`config.mk`:
```
export PLATFORM = sky130hd
export DESIGN_NAME = frame_payload_extractor
export DESIGN_NICKNAME = d
export VERILOG_FILES = /design/src/rtl/frame_pkg.sv /design/src/rtl/payload_fifo.sv /design/src/rtl/frame_payload_extractor.sv
export SDC_FILE = /design/constraint.sdc
export NUM_CORES = 1
export LEC_CHECK = 0
export ABC_AREA = 1
export BUFFER_PORTS_ARGS = -buffer_cell sky130_fd_sc_hd__clkbuf_2
export CORE_MARGIN = 3
export CORE_UTILIZATION = 40
export CTS_CLUSTER_SIZE = 25
export DETAILED_ROUTE_END_ITERATION = 8
export GPL_ROUTABILITY_DRIVEN = 0
export GPL_TIMING_DRIVEN = 0
export SYNTH_ARGS = -nofsm -noshare
export SYNTH_HDL_FRONTEND = slang
export SYNTH_SLANG_ARGS = --single-unit
```
`constraint.sdc`:
```
create_clock -name clk -period 14.1 [get_ports clk]
set_input_delay 1.41 -clock clk [delete_from_list [all_inputs] [get_ports clk]]
set_output_delay 1.41 -clock clk [all_outputs]
set_load 0.005 [all_outputs]
```
`src/rtl/frame_pkg.sv`:
```
// Shared types and default sizing for the frame payload extraction path.
package frame_pkg;

  localparam int DEF_HDR_LEN       = 2;
  localparam int DEF_PAYLOAD_BYTES = 10;
  localparam int DEF_DEPTH         = 32;
  localparam int DEF_CNT_W         = 16;

  typedef enum logic [1:0] {
    IDLE    = 2'd0,
    COLLECT = 2'd1,
    DROP    = 2'd2
  } state_t;

  typedef struct packed {
    logic       sop;
    logic       eop;
    logic [7:0] data;
  } fifo_entry_t;

endpackage

```
`src/rtl/payload_fifo.sv`:
```
// Commit/rollback FIFO: written entries stay invisible to the reader until committed,
// and a rollback discards everything written since the last commit.
module payload_fifo
  import frame_pkg::*;
#(
  parameter int DEPTH = DEF_DEPTH,
  localparam int PW   = $clog2(DEPTH) + 1
) (
  input  logic          clk,
  input  logic          reset,
  input  logic          wr_en,
  input  fifo_entry_t   wr_entry,
  input  logic          commit,
  input  logic          rollback,
  input  logic          rd_en,
  output fifo_entry_t   rd_entry,
  output logic          rd_valid,
  output logic [PW-1:0] level,
  output logic [PW-1:0] free
);

  localparam int AW = $clog2(DEPTH);

  fifo_entry_t   mem_q [DEPTH];
  logic [PW-1:0] wr_ptr_q, wr_ptr_d;
  logic [PW-1:0] commit_ptr_q, commit_ptr_d;
  logic [PW-1:0] rd_ptr_q, rd_ptr_d;
  logic [PW-1:0] wr_base;

  // A rollback and a fresh write may share a cycle, so writes land at the rolled-back pointer.
  always_comb begin
    wr_base      = rollback ? commit_ptr_q : wr_ptr_q;
    wr_ptr_d     = wr_base + {{(PW-1){1'b0}}, wr_en};
    commit_ptr_d = commit ? wr_ptr_d : commit_ptr_q;
    rd_ptr_d     = rd_ptr_q + {{(PW-1){1'b0}}, (rd_en & rd_valid)};
  end

  assign rd_valid = (rd_ptr_q != commit_ptr_q);
  assign rd_entry = rd_valid ? mem_q[rd_ptr_q[AW-1:0]] : '0;
  assign level    = commit_ptr_q - rd_ptr_q;
  assign free     = PW'(DEPTH) - (wr_base - rd_ptr_q);

  always_ff @(posedge clk or negedge reset) begin
    if (!reset) begin
      wr_ptr_q     <= '0;
      commit_ptr_q <= '0;
      rd_ptr_q     <= '0;
    end else begin
      wr_ptr_q     <= wr_ptr_d;
      commit_ptr_q <= commit_ptr_d;
      rd_ptr_q     <= rd_ptr_d;
    end
  end

  always_ff @(posedge clk) begin
    if (wr_en) begin
      mem_q[wr_base[AW-1:0]] <= wr_entry;
    end
  end

endmodule

```
`src/rtl/frame_payload_extractor.sv`:
```
// Strips frame headers, buffers each payload until it is complete and emits only whole
// payloads as a valid/ready byte stream, with saturating good/dropped frame counters.
module frame_payload_extractor
  import frame_pkg::*;
#(
  parameter int HDR_LEN       = DEF_HDR_LEN,
  parameter int PAYLOAD_BYTES = DEF_PAYLOAD_BYTES,
  parameter int DEPTH         = DEF_DEPTH,
  parameter int CNT_W         = DEF_CNT_W
) (
  input  logic                   clk,
  input  logic                   reset,
  input  logic [7:0]             in_data,
  input  logic                   in_valid,
  input  logic [3:0]             in_pos,
  input  logic                   frame_detect,
  output logic [7:0]             out_data,
  output logic                   out_sop,
  output logic                   out_eop,
  output logic                   out_valid,
  input  logic                   out_ready,
  output logic [CNT_W-1:0]       frames_ok,
  output logic [CNT_W-1:0]       frames_dropped,
  output logic [$clog2(DEPTH):0] fifo_level
);

  localparam int              PW        = $clog2(DEPTH) + 1;
  localparam logic [3:0]      FIRST_POS = 4'(HDR_LEN);
  localparam logic [3:0]      LAST_POS  = 4'(HDR_LEN + PAYLOAD_BYTES - 1);
  localparam logic [PW-1:0]   NEED      = PW'(PAYLOAD_BYTES);

  state_t           state_q, state_d;
  logic [3:0]       exp_q, exp_d;
  logic [CNT_W-1:0] ok_q, ok_d;
  logic [CNT_W-1:0] drop_q, drop_d;
  logic [CNT_W:0]   drop_sum;
  logic             beat, abort, idle_eval;
  logic             wr_en, commit, ok_inc;
  logic [1:0]       drop_inc;
  fifo_entry_t      wr_entry, rd_entry;
  logic [PW-1:0]    free, level;

  assign beat  = in_valid & frame_detect;
  assign abort = (state_q == COLLECT) &&
                 (!frame_detect || (in_valid && (in_pos != exp_q)));

  // An aborting beat is re-examined as a potential frame start in the same cycle.
  always_comb begin
    state_d       = state_q;
    exp_d         = exp_q;
    wr_en         = 1'b0;
    commit        = 1'b0;
    ok_inc        = 1'b0;
    drop_inc      = 2'd0;
    wr_entry      = '0;
    wr_entry.data = in_data;
    idle_eval     = (state_q == IDLE) || abort;

    case (state_q)
      COLLECT: begin
        if (abort) begin
          state_d  = IDLE;
          drop_inc = 2'd1;
        end else if (in_valid) begin
          wr_en = 1'b1;
          exp_d = exp_q + 4'd1;
          if (in_pos == LAST_POS) begin
            wr_entry.eop = 1'b1;
            commit       = 1'b1;
            ok_inc       = 1'b1;
            state_d      = IDLE;
          end
        end
      end
      DROP: begin
        if (!frame_detect || (in_valid && (in_pos == LAST_POS))) begin
          state_d = IDLE;
        end
      end
      default: ;
    endcase

    if (idle_eval && beat && (in_pos == FIRST_POS)) begin
      if (free >= NEED) begin
        wr_en        = 1'b1;
        wr_entry.sop = 1'b1;
        exp_d        = FIRST_POS + 4'd1;
        state_d      = COLLECT;
      end else begin
        drop_inc = drop_inc + 2'd1;
        state_d  = DROP;
      end
    end
  end

  // Counters stick at all-ones; an abort plus an overflow start can drop two frames at once.
  always_comb begin
    ok_d     = (ok_inc && (ok_q != '1)) ? ok_q + 1'b1 : ok_q;
    drop_sum = {1'b0, drop_q} + (CNT_W+1)'(drop_inc);
    drop_d   = drop_sum[CNT_W] ? '1 : drop_sum[CNT_W-1:0];
  end

  always_ff @(posedge clk or negedge reset) begin
    if (!reset) begin
      state_q <= IDLE;
      exp_q   <= '0;
      ok_q    <= '0;
      drop_q  <= '0;
    end else begin
      state_q <= state_d;
      exp_q   <= exp_d;
      ok_q    <= ok_d;
      drop_q  <= drop_d;
    end
  end

  payload_fifo #(
    .DEPTH (DEPTH)
  ) u_fifo (
    .clk      (clk),
    .reset    (reset),
    .wr_en    (wr_en),
    .wr_entry (wr_entry),
    .commit   (commit),
    .rollback (abort),
    .rd_en    (out_ready),
    .rd_entry (rd_entry),
    .rd_valid (out_valid),
    .level    (level),
    .free     (free)
  );

  assign out_data       = rd_entry.data;
  assign out_sop        = rd_entry.sop;
  assign out_eop        = rd_entry.eop;
  assign frames_ok      = ok_q;
  assign frames_dropped = drop_q;
  assign fifo_level     = level;

endmodule
```
==> results_dict.tcl, run 1 <==
set metrics [dict create \
    hold_viol_final 0 \
    period_minus_slack_ns 5.87 \
    setup.worst_path.start_class "primary input" \
    cts_tree "done" \
    wire_per_inst_um 20.8 \
    antenna_cells 0 \
    final_common_cell "edfxtp_1" \
    htreeDepth 2 \
    rr_startpoint "u_fifo.rd_ptr_q[1]" \
    critPathMaxStageDelay_ns 0.40 \
    die_w_um 207 \
    hold_buffers 0 \
    setup-violations-final 0 \
    synth-adder-area-share 0.0208 \
    synthMuxAreaShare 0 \
    grt_max_degree 57 \
    worstPathRequired_ns 14.52 \
    leakage_nw 6.63 \
    synth.ff_latch_count 376 \
    antenna_left 0 \
    hpwl_um 27500 \
    placed_area_um2 17100 \
    critical_path.startpoint "in_pos[1]" \
    dieArea_um2 42800 \
    core.rowCount 72 \
    max_freq_mhz 170 \
    grt_pass1_wl_um 64200 \
    grt_util_all_layers 0.198 \
    multiInputGateArea_um2 4580 \
    holdCritPathClass "register to register" \
    slowest_stage "fa_1" \
    routed_wl_um 42300 \
    worst_slew_pin_slew_ns 1.22 \
    first_pass_iters 5 \
    hold_start "frames_ok[4]" \
    io_buffer_count 65 \
    ir_drop_mv 0.119 \
    pin_count 66 \
    cap_violations 0 \
    synth_area_per_cell_um2 11.7 \
    seq_area_frac_synth 0.682 \
    crit_top_cell "nand2_1" \
    area_growth_pct 14.4 \
    drt_iter0_drc 1021 \
    postCtsSetupBuffers 0 \
    synth-compound-area-share 0.117 \
    grt_antenna_before_repair 0 \
    drc 0 \
    slew-limit-headroom 0.183 \
    critical_path_class "primary input to register" \
    syn-cell-area_um2 16200 \
    crit_path_end_kind "register" \
    viasPerCell 5.49 \
    crit_family "simple AND/OR/NAND/NOR gates" \
    critPathBufInv 8 \
    layout.nets 1525 \
    timing.setup.tns_ns 0 \
    cts_buffer_depth 3 \
    critPathMaxFanout 10 \
    clock_sinks 376 \
    p_per_area_nw_per_um2 184 \
    cts_resized 0 \
    die_height_um 207 \
    synth_top_family_by_area "simple AND/OR/NAND/NOR gates" \
    clk_latency_ns 0.55 \
    seqCellArea_um2 11000 \
    grt_pass1_vias 10900 \
    final_cell_area_um2 18500 \
    syn_nets 1417 \
    start_util 0.411 \
    synth_xor_area_frac 0.0190 \
    yosys_warnings 0 \
    status "complete, no violations" \
    fill_cells 3614 \
    worst_ep_arrival_time_ns 6.29 \
    synthCells 1375 \
    min_period_over_period 0.416 \
    clock_skew_ns 0.0204 \
    numCtsBuffers 41 \
    final_cell_mix "edfxtp_1 (320), nor2_1 (244), o21ai_0 (203), nand2_1 (121), o22ai_1 (72)" \
    cts.clk_slew.worst_paths_ns 0.06 \
    core_area_um2 39300 \
    rsz0062_at_grt "no" \
    cts_root_buf "clkbuf_16" \
    overflow 0 \
    synth_cell_types 46 \
    drive_above_1_share 0.120 \
    yosys.area_share.simple 0.127 \
    vias 11200 \
    finalMaxSlewViolations 0 \
]
[cell type report]
class / count / share of cell area
flip-flops and latches: 376 / 0.596
repair buffers: 65 / 0.0177
plain buffers: 68 / 0.0152
clock inverters: 25 / 0.0152
well taps: 518 / 0.0351
multi-input cells: 858 / 0.248
clock buffers: 49 / 0.0582
inverters: 73 / 0.0152
[synth_stat cells, drive strengths merged]
cell type	count	area [um2]
a211oi	9	67.6
a21boi	1	7.51
a21o	1	7.51
a21oi	9	45.0
and2	2	12.5
and3	1	6.26
buf	8	55.1
clkbuf	60	225
clkinv	3	16.3
dfrtp	56	1400
edfxtp	320	9610
fa	3	60.1
ha	22	275
inv	70	265
nand2	136	583
nand3	51	315
nand3b	1	7.51
nand4	8	50.1
nor2	253	992
nor3	10	55.1
nor3b	1	7.51
nor4	2	12.5
o211ai	13	97.6
o21a	1	7.51
o21ai	214	1100
o21bai	1	7.51
o221ai	10	87.6
o22ai	72	450
or2	2	12.5
xnor2	9	78.8
xor2	26	228
[worst register-to-register path: cells and delay by family, from the launching register on]
| kind | cells | cell delay (ns) |
|---|---|---|
| buffers and inverters | 7 | 1.51 |
| and+or+nand+nor | 13 | 1.48 |
| adders and majority gates | 5 | 1.48 |
| DFF | 1 | 0.53 |
| xor gates and xnor gates | 2 | 0.36 |
| AOI/OAI and AO/OA | 1 | 0.08 |
[sequential cells by signal (all words and copies together) (netlist names)]
signal and cells:
u_fifo.mem_q 320, frames_dropped 16, frames_ok 16, u_fifo.commit_ptr_q 6, u_fifo.rd_ptr_q 6, u_fifo.wr_ptr_q 6, exp_q 4, state_q 2
[through the flow]
step                hold WS, ns  cells  worst slack, ns  power (W)  utilization
floorplan                 0.475   1375             8.37    0.00188            -
global placement          0.508   1958             7.67    0.00231        0.436
detailed placement        0.517   1958             7.66    0.00232        0.436
CTS                       0.534   2032             8.22    0.00341        0.471
global route              0.559   2032             7.64    0.00356        0.471
finish                    0.524   2032             8.23    0.00340        0.471
[logic make-up after synthesis]
group,count (synthesis)
compound gates,331
flops,376
fa+ha+maj,25
buf+inv,141
xor+xnor,35
simple gates,467
[final timing paths]
kind,end,slack [ns],cells past startpoint
min in group asynchronous,frames_ok[3],0.97,1
max in group asynchronous,u_fifo.wr_ptr_q[1],12.59,1
setup / recovery,frames_dropped[14],8.23,38
setup reg to reg,frames_dropped[14],8.54,28
hold reg to reg,frames_ok[4],0.52,1
hold / removal,frames_ok[4],0.52,1
[power breakdown]
| group | leakage, nW | internal (W) | switching [W] |
|---|---|---|---|
| Sequential | 3.58 | 0.00121 | 0.0000136 |
| Clock | 0.668 | 0.000655 | 0.000436 |
| Combinational | 2.38 | 0.000314 | 0.000772 |
| Total | 6.63 | 0.00218 | 0.00122 |
[routing by layer]
metal  part of all wire  track usage  vias to the layer above
met5                  0            0                        -
met4              0.028       0.0641                        0
met3              0.065       0.0279                       75
met2               0.47        0.318                      407
met1               0.43        0.281                     5533
li1                   -            -                     5149
No activity file was read; power rests on OpenSTA's default activity.
==> inputs of run 2 (changes only) <==
==> constraint.sdc (replaced) <==
create_clock -name clk -period 5.56 [get_ports clk]
set_input_delay 0.556 -clock clk [delete_from_list [all_inputs] [get_ports clk]]
set_output_delay 0.556 -clock clk [all_outputs]
set_load 0.005 [all_outputs]
==> results_dict.tcl, run 2 (synthesis gave the netlist of run 1 again) <==
set metrics [dict create \
    status "complete, no violations" \
    grt_antenna_before_repair 0 \
    cts.clk_slew.worst_paths_ns 0.06 \
    cts_buffer_depth 3 \
    critPathMaxFanout 10 \
    numCtsBuffers 41 \
    crit_path_end_kind "register" \
    start_util 0.411 \
    wire_per_inst_um 20.7 \
    clock_skew_ns 0.0214 \
    grt_util_all_layers 0.198 \
    rsz0062_at_grt "no" \
    net-switching-power_w 0.00310 \
    antenna_left 0 \
    p_per_area_nw_per_um2 466 \
    cts_tree "done" \
    slowest_stage "clkbuf_1" \
    cap_violations 0 \
    setup-violations-final 0 \
    die_height_um 207 \
    hold_viol_final 0 \
    clk_latency_ns 0.55 \
    drt_iter0_drc 1077 \
    largest_reg_flops 320 \
    finalMaxSlewViolations 0 \
    hold_buffers 0 \
    min_period_over_period 0.913 \
    drc 0 \
    area_growth_pct 15.1 \
    slew-limit-headroom 0.192 \
    crit_family "buffers and inverters" \
    drive_above_1_share 0.134 \
    hpwl_um 27500 \
    worstPathRequired_ns 5.99 \
    die_w_um 207 \
    pwr-share-seq 0.360 \
    p_int_w 0.00556 \
    overflow 0 \
    swShare 0.358 \
    holdCritPathClass "primary input to async pin" \
    clock_sinks 376 \
    worst_slew_pin_slew_ns 1.21 \
    fill_cells 3606 \
    cts_root_buf "clkbuf_16" \
    setup.worst_path.start_class "register" \
    worst_ep_arrival_time_ns 5.51 \
    grt_max_degree 57 \
    final_common_cell "edfxtp_1" \
    dieArea_um2 42800 \
    vias 11200 \
    crit_top_cell "nand2_1" \
    hold_ws_ns 0.119 \
    power_frac_clock 0.320 \
    leakage_nw 6.66 \
    viasPerCell 5.47 \
    routed_wl_um 42300 \
    max_freq_mhz 197 \
    ir_drop_mv 0.303 \
    period_minus_slack_ns 5.08 \
    layout.nets 1532 \
    final_cell_area_um2 18600 \
    critical_path_class "register to register" \
    final_cell_mix "edfxtp_1 (320), nor2_1 (243), o21ai_0 (203), nand2_1 (121), o22ai_1 (72)" \
    htreeDepth 2 \
    placed_area_um2 17100 \
    critPathMaxStageDelay_ns 0.59 \
    combPwrFrac 0.321 \
    grt_pass1_vias 10900 \
    core.rowCount 72 \
    grt_pass1_wl_um 64200 \
    antenna_cells 0 \
    first_pass_iters 5 \
    core_area_um2 39300 \
    io_buffer_count 65 \
    pin_count 66 \
    critPathBufInv 6 \
]
==> run 2: through the flow <==
step | util | setup TNS [ns] | power (W) | instances | worst slack (ns)
global route | 0.473 | 0 | 0.00907 | 2039 | 0.0235
finish | 0.473 | 0 | 0.00866 | 2039 | 0.481
global placement | 0.436 | -0.0157 | 0.00586 | 1958 | -0.0157
detailed placement | 0.436 | -0.0278 | 0.00588 | 1958 | -0.0278
CTS | 0.471 | 0 | 0.00864 | 2032 | 0.0609
floorplan | - | 0 | 0.00477 | 1375 | 0.682
==> run 2: power groups by stage <==
stage	Sequential [W]	Clock (W)	Combinational, W
after floorplan	0.00315	0	0.00161
after global placement	0.00317	0	0.00269
after detailed placement	0.00317	0	0.00271
after CTS	0.00311	0.00281	0.00272
after global routing	0.00311	0.00293	0.00302
final	0.00311	0.00277	0.00278
==> run 2: path summary, 6_finish.rpt <==
kind	from	endpoint	slack [ns]	cells after the start
max reg2reg	u_fifo.rd_ptr_q[1]	frames_dropped[14]	0.48	26
min reg2reg	frames_ok[4]	frames_ok[4]	0.52	1
max in group asynchronous	reset	u_fifo.rd_ptr_q[1]	4.87	1
min in group clk	out_ready	u_fifo.rd_ptr_q[0]	0.40	4
min	reset	frames_ok[3]	0.12	1
max	u_fifo.rd_ptr_q[1]	frames_dropped[14]	0.48	26
==> run 2: area by class of cell <==
class / instances / area [um2] / share of cell area
Clock buffer: 49 / 1080 / 0.0579
Tap cell: 518 / 648 / 0.0349
Timing Repair Buffer: 73 / 388 / 0.0209
Sequential cell: 376 / 11000 / 0.593
Clock inverter: 25 / 282 / 0.0151
Inverter: 73 / 292 / 0.0157
Buffer: 67 / 279 / 0.0150
Multi-Input combinational cell: 858 / 4610 / 0.248
==> run 2: layer usage <==
layer  GRT usage  up-vias  part of all wire
li1            -     5157                 -
met1       0.281     5475              0.43
met2       0.318      451              0.47
met3      0.0279       78             0.071
met4      0.0641        0             0.028
met5           0        -                 0
==> run 2: what timing repair did <==
action / 4_1_cts / 5_1_grt
gates resized for setup: 0 / 19
setup endpoints to repair: 0 / 16
setup buffers: 0 / 8
==> inputs of run 3 (changes only) <==
--- a/config.mk
+++ b/config.mk
@@ -13,6 +13,7 @@
 export DETAILED_ROUTE_END_ITERATION = 8
 export GPL_ROUTABILITY_DRIVEN = 0
 export GPL_TIMING_DRIVEN = 0
+export PLACE_DENSITY = 0.65
 export SYNTH_ARGS = -nofsm -noshare
 export SYNTH_HDL_FRONTEND = slang
 export SYNTH_SLANG_ARGS = --single-unit
==> results_dict.tcl, run 3 (synthesis gave the netlist of run 1 again) <==
set metrics [dict create \
    swShare 0.357 \
    io_buffer_count 65 \
    vias 11300 \
    antenna_cells 0 \
    numCtsBuffers 39 \
    instances_no_fill 2032 \
    p_int_w 0.00556 \
    grt_util_all_layers 0.194 \
    cap_violations 0 \
    dp.cells 1958 \
    cts_tree "done" \
    routed_wl_um 41700 \
    max_freq_mhz 193 \
    clock_skew_ns 0.0188 \
    drc 0 \
    worst_ep_arrival_time_ns 5.60 \
    worstPathRequired_ns 5.97 \
    overflow 0 \
    clk_latency_ns 0.54 \
    setup.worst_path.start_class "register" \
    ir_drop_mv 0.209 \
    area_growth_pct 14.7 \
    wire_per_inst_um 20.5 \
    timing.setup.tns_ns 0 \
    hold_viol_final 0 \
    largest_reg_flops 320 \
    crit_path_end_kind "register" \
    dieArea_um2 42800 \
    status "complete, no violations" \
    final_cell_area_um2 18500 \
    cts_buffer_depth 3 \
    drt_iter0_drc 1029 \
    pwr-share-seq 0.360 \
    period_minus_slack_ns 5.19 \
    grt_antenna_before_repair 0 \
    grt_pass1_vias 11000 \
    layout.nets 1527 \
    combPwrFrac 0.322 \
    finalMaxSlewViolations 0 \
    placed_area_um2 17100 \
    critPathMaxFanout 10 \
    core_area_um2 39300 \
    critical_path_class "register to register" \
    power_frac_clock 0.318 \
    leakage_nw 6.64 \
    hpwl_um 27400 \
    holdCritPathClass "primary input to async pin" \
    antenna_left 0 \
    setup-violations-final 0 \
    first_pass_iters 5 \
    final_cell_mix "edfxtp_1 (320), nor2_1 (244), o21ai_0 (203), nand2_1 (121), o22ai_1 (72)" \
    die_w_um 207 \
    drive_above_1_share 0.125 \
    cts.clk_slew.worst_paths_ns 0.06 \
    die_height_um 207 \
    net-switching-power_w 0.00308 \
    grt_pass1_wl_um 63300 \
    min_period_over_period 0.933 \
    hold_buffers 0 \
    core.rowCount 72 \
    viasPerCell 5.54 \
    grt_max_degree 57 \
    final_common_cell "edfxtp_1" \
    start_util 0.411 \
    cts_root_buf "clkbuf_16" \
    slew-limit-headroom 0.171 \
    htreeDepth 2 \
    pin_count 66 \
    worst_slew_pin_slew_ns 1.24 \
    clock_sinks 376 \
    p_per_area_nw_per_um2 466 \
]
[run 3: changes by cell type in the layout (fill, tap and decap cells not counted), sizes merged]
cell / change
inv: -2
clkinvlp: -2
bufinv: +1
clkinv: -2
clkbuf: +2
buf: -4
[run 3: power by group through the flow]
| stage | sequential, W | combinational [W] | clock [W] |
|---|---|---|---|
| floorplan | 0.00315 | 0.00161 | 0 |
| CTS | 0.00311 | 0.00271 | 0.00278 |
| global route | 0.00311 | 0.00299 | 0.00289 |
| detailed placement | 0.00317 | 0.00269 | 0 |
| finish | 0.00311 | 0.00278 | 0.00275 |
| global placement | 0.00317 | 0.00265 | 0 |
[run 3: metal layers]
layer  GRT usage  vias to the layer above  share of wire
met3      0.0326                      104          0.075
met4      0.0739                        0          0.035
met1       0.265                     5511           0.43
li1            -                     5148              -
met5           0                        -              0
met2       0.311                      501           0.46
[run 3: final timing paths]
| path | start | endpoint | slack [ns] | cells after the start |
|---|---|---|---|---|
| setup / recovery | u_fifo.rd_ptr_q[1] | frames_dropped[14] | 0.37 | 26 |
| hold / removal | reset | frames_ok[2] | 0.11 | 1 |
| setup reg to reg | u_fifo.rd_ptr_q[1] | frames_dropped[14] | 0.37 | 26 |
| hold reg to reg | frames_ok[5] | frames_ok[5] | 0.52 | 1 |
| max in group asynchronous | reset | frames_dropped[5] | 4.90 | 1 |
| min in group clk | out_ready | u_fifo.rd_ptr_q[0] | 0.41 | 4 |
[run 3: metrics by stage]
| stage | setup WS (ns) | total power, W | util | hold slack (ns) |
|---|---|---|---|---|
| 3_3_place_gp | 0.00488 | 0.00582 | 0.436 | 0.506 |
| 4_1_cts | 0.00945 | 0.00860 | 0.470 | 0.151 |
| 3_5_place_dp | -0.0987 | 0.00586 | 0.436 | 0.514 |
| 6_report | 0.373 | 0.00864 | 0.472 | 0.115 |
| 2_1_floorplan | 0.682 | 0.00477 | - | 0.260 |
| 5_1_grt | -0.00440 | 0.00900 | 0.472 | 0.180 |
[run 3: cell type report]
type | count | area (um2)
fill | 3577 | 20700
clock inverter | 20 | 274
inverter | 73 | 292
sequential | 376 | 11000
clock buffer | 50 | 1060
timing repair buffer | 70 | 365
multi-input combinational | 858 | 4600
tap | 518 | 648
buffer | 67 | 279
[run 3: what timing repair did]
action	CTS	global route
gates resized for setup	0	13
endpoints found under the setup margin	0	16
buffers inserted	0	5
[run 3: critical path: stages, from the launching register on]
cell      delay [ns]
dfrtp_1         0.54
clkbuf_1        0.59
clkbuf_1        0.42
nor2_1          0.11
nor2_1          0.12
ha_1            0.19
fa_1            0.43
o21ai_0         0.19
o22ai_1         0.10
a21oi_1         0.18
nand3_2         0.14
inv_1           0.08
ha_1            0.13
nand2_1         0.05
o21ai_0         0.10
ha_2            0.22
inv_1           0.05
fa_1            0.41
nor2_1          0.17
nand2_1         0.08
inv_1           0.10
nand2_1         0.12
inv_2           0.10
nand2_1         0.08
nor3_2          0.18
xnor2_1         0.14
nand2_1         0.06
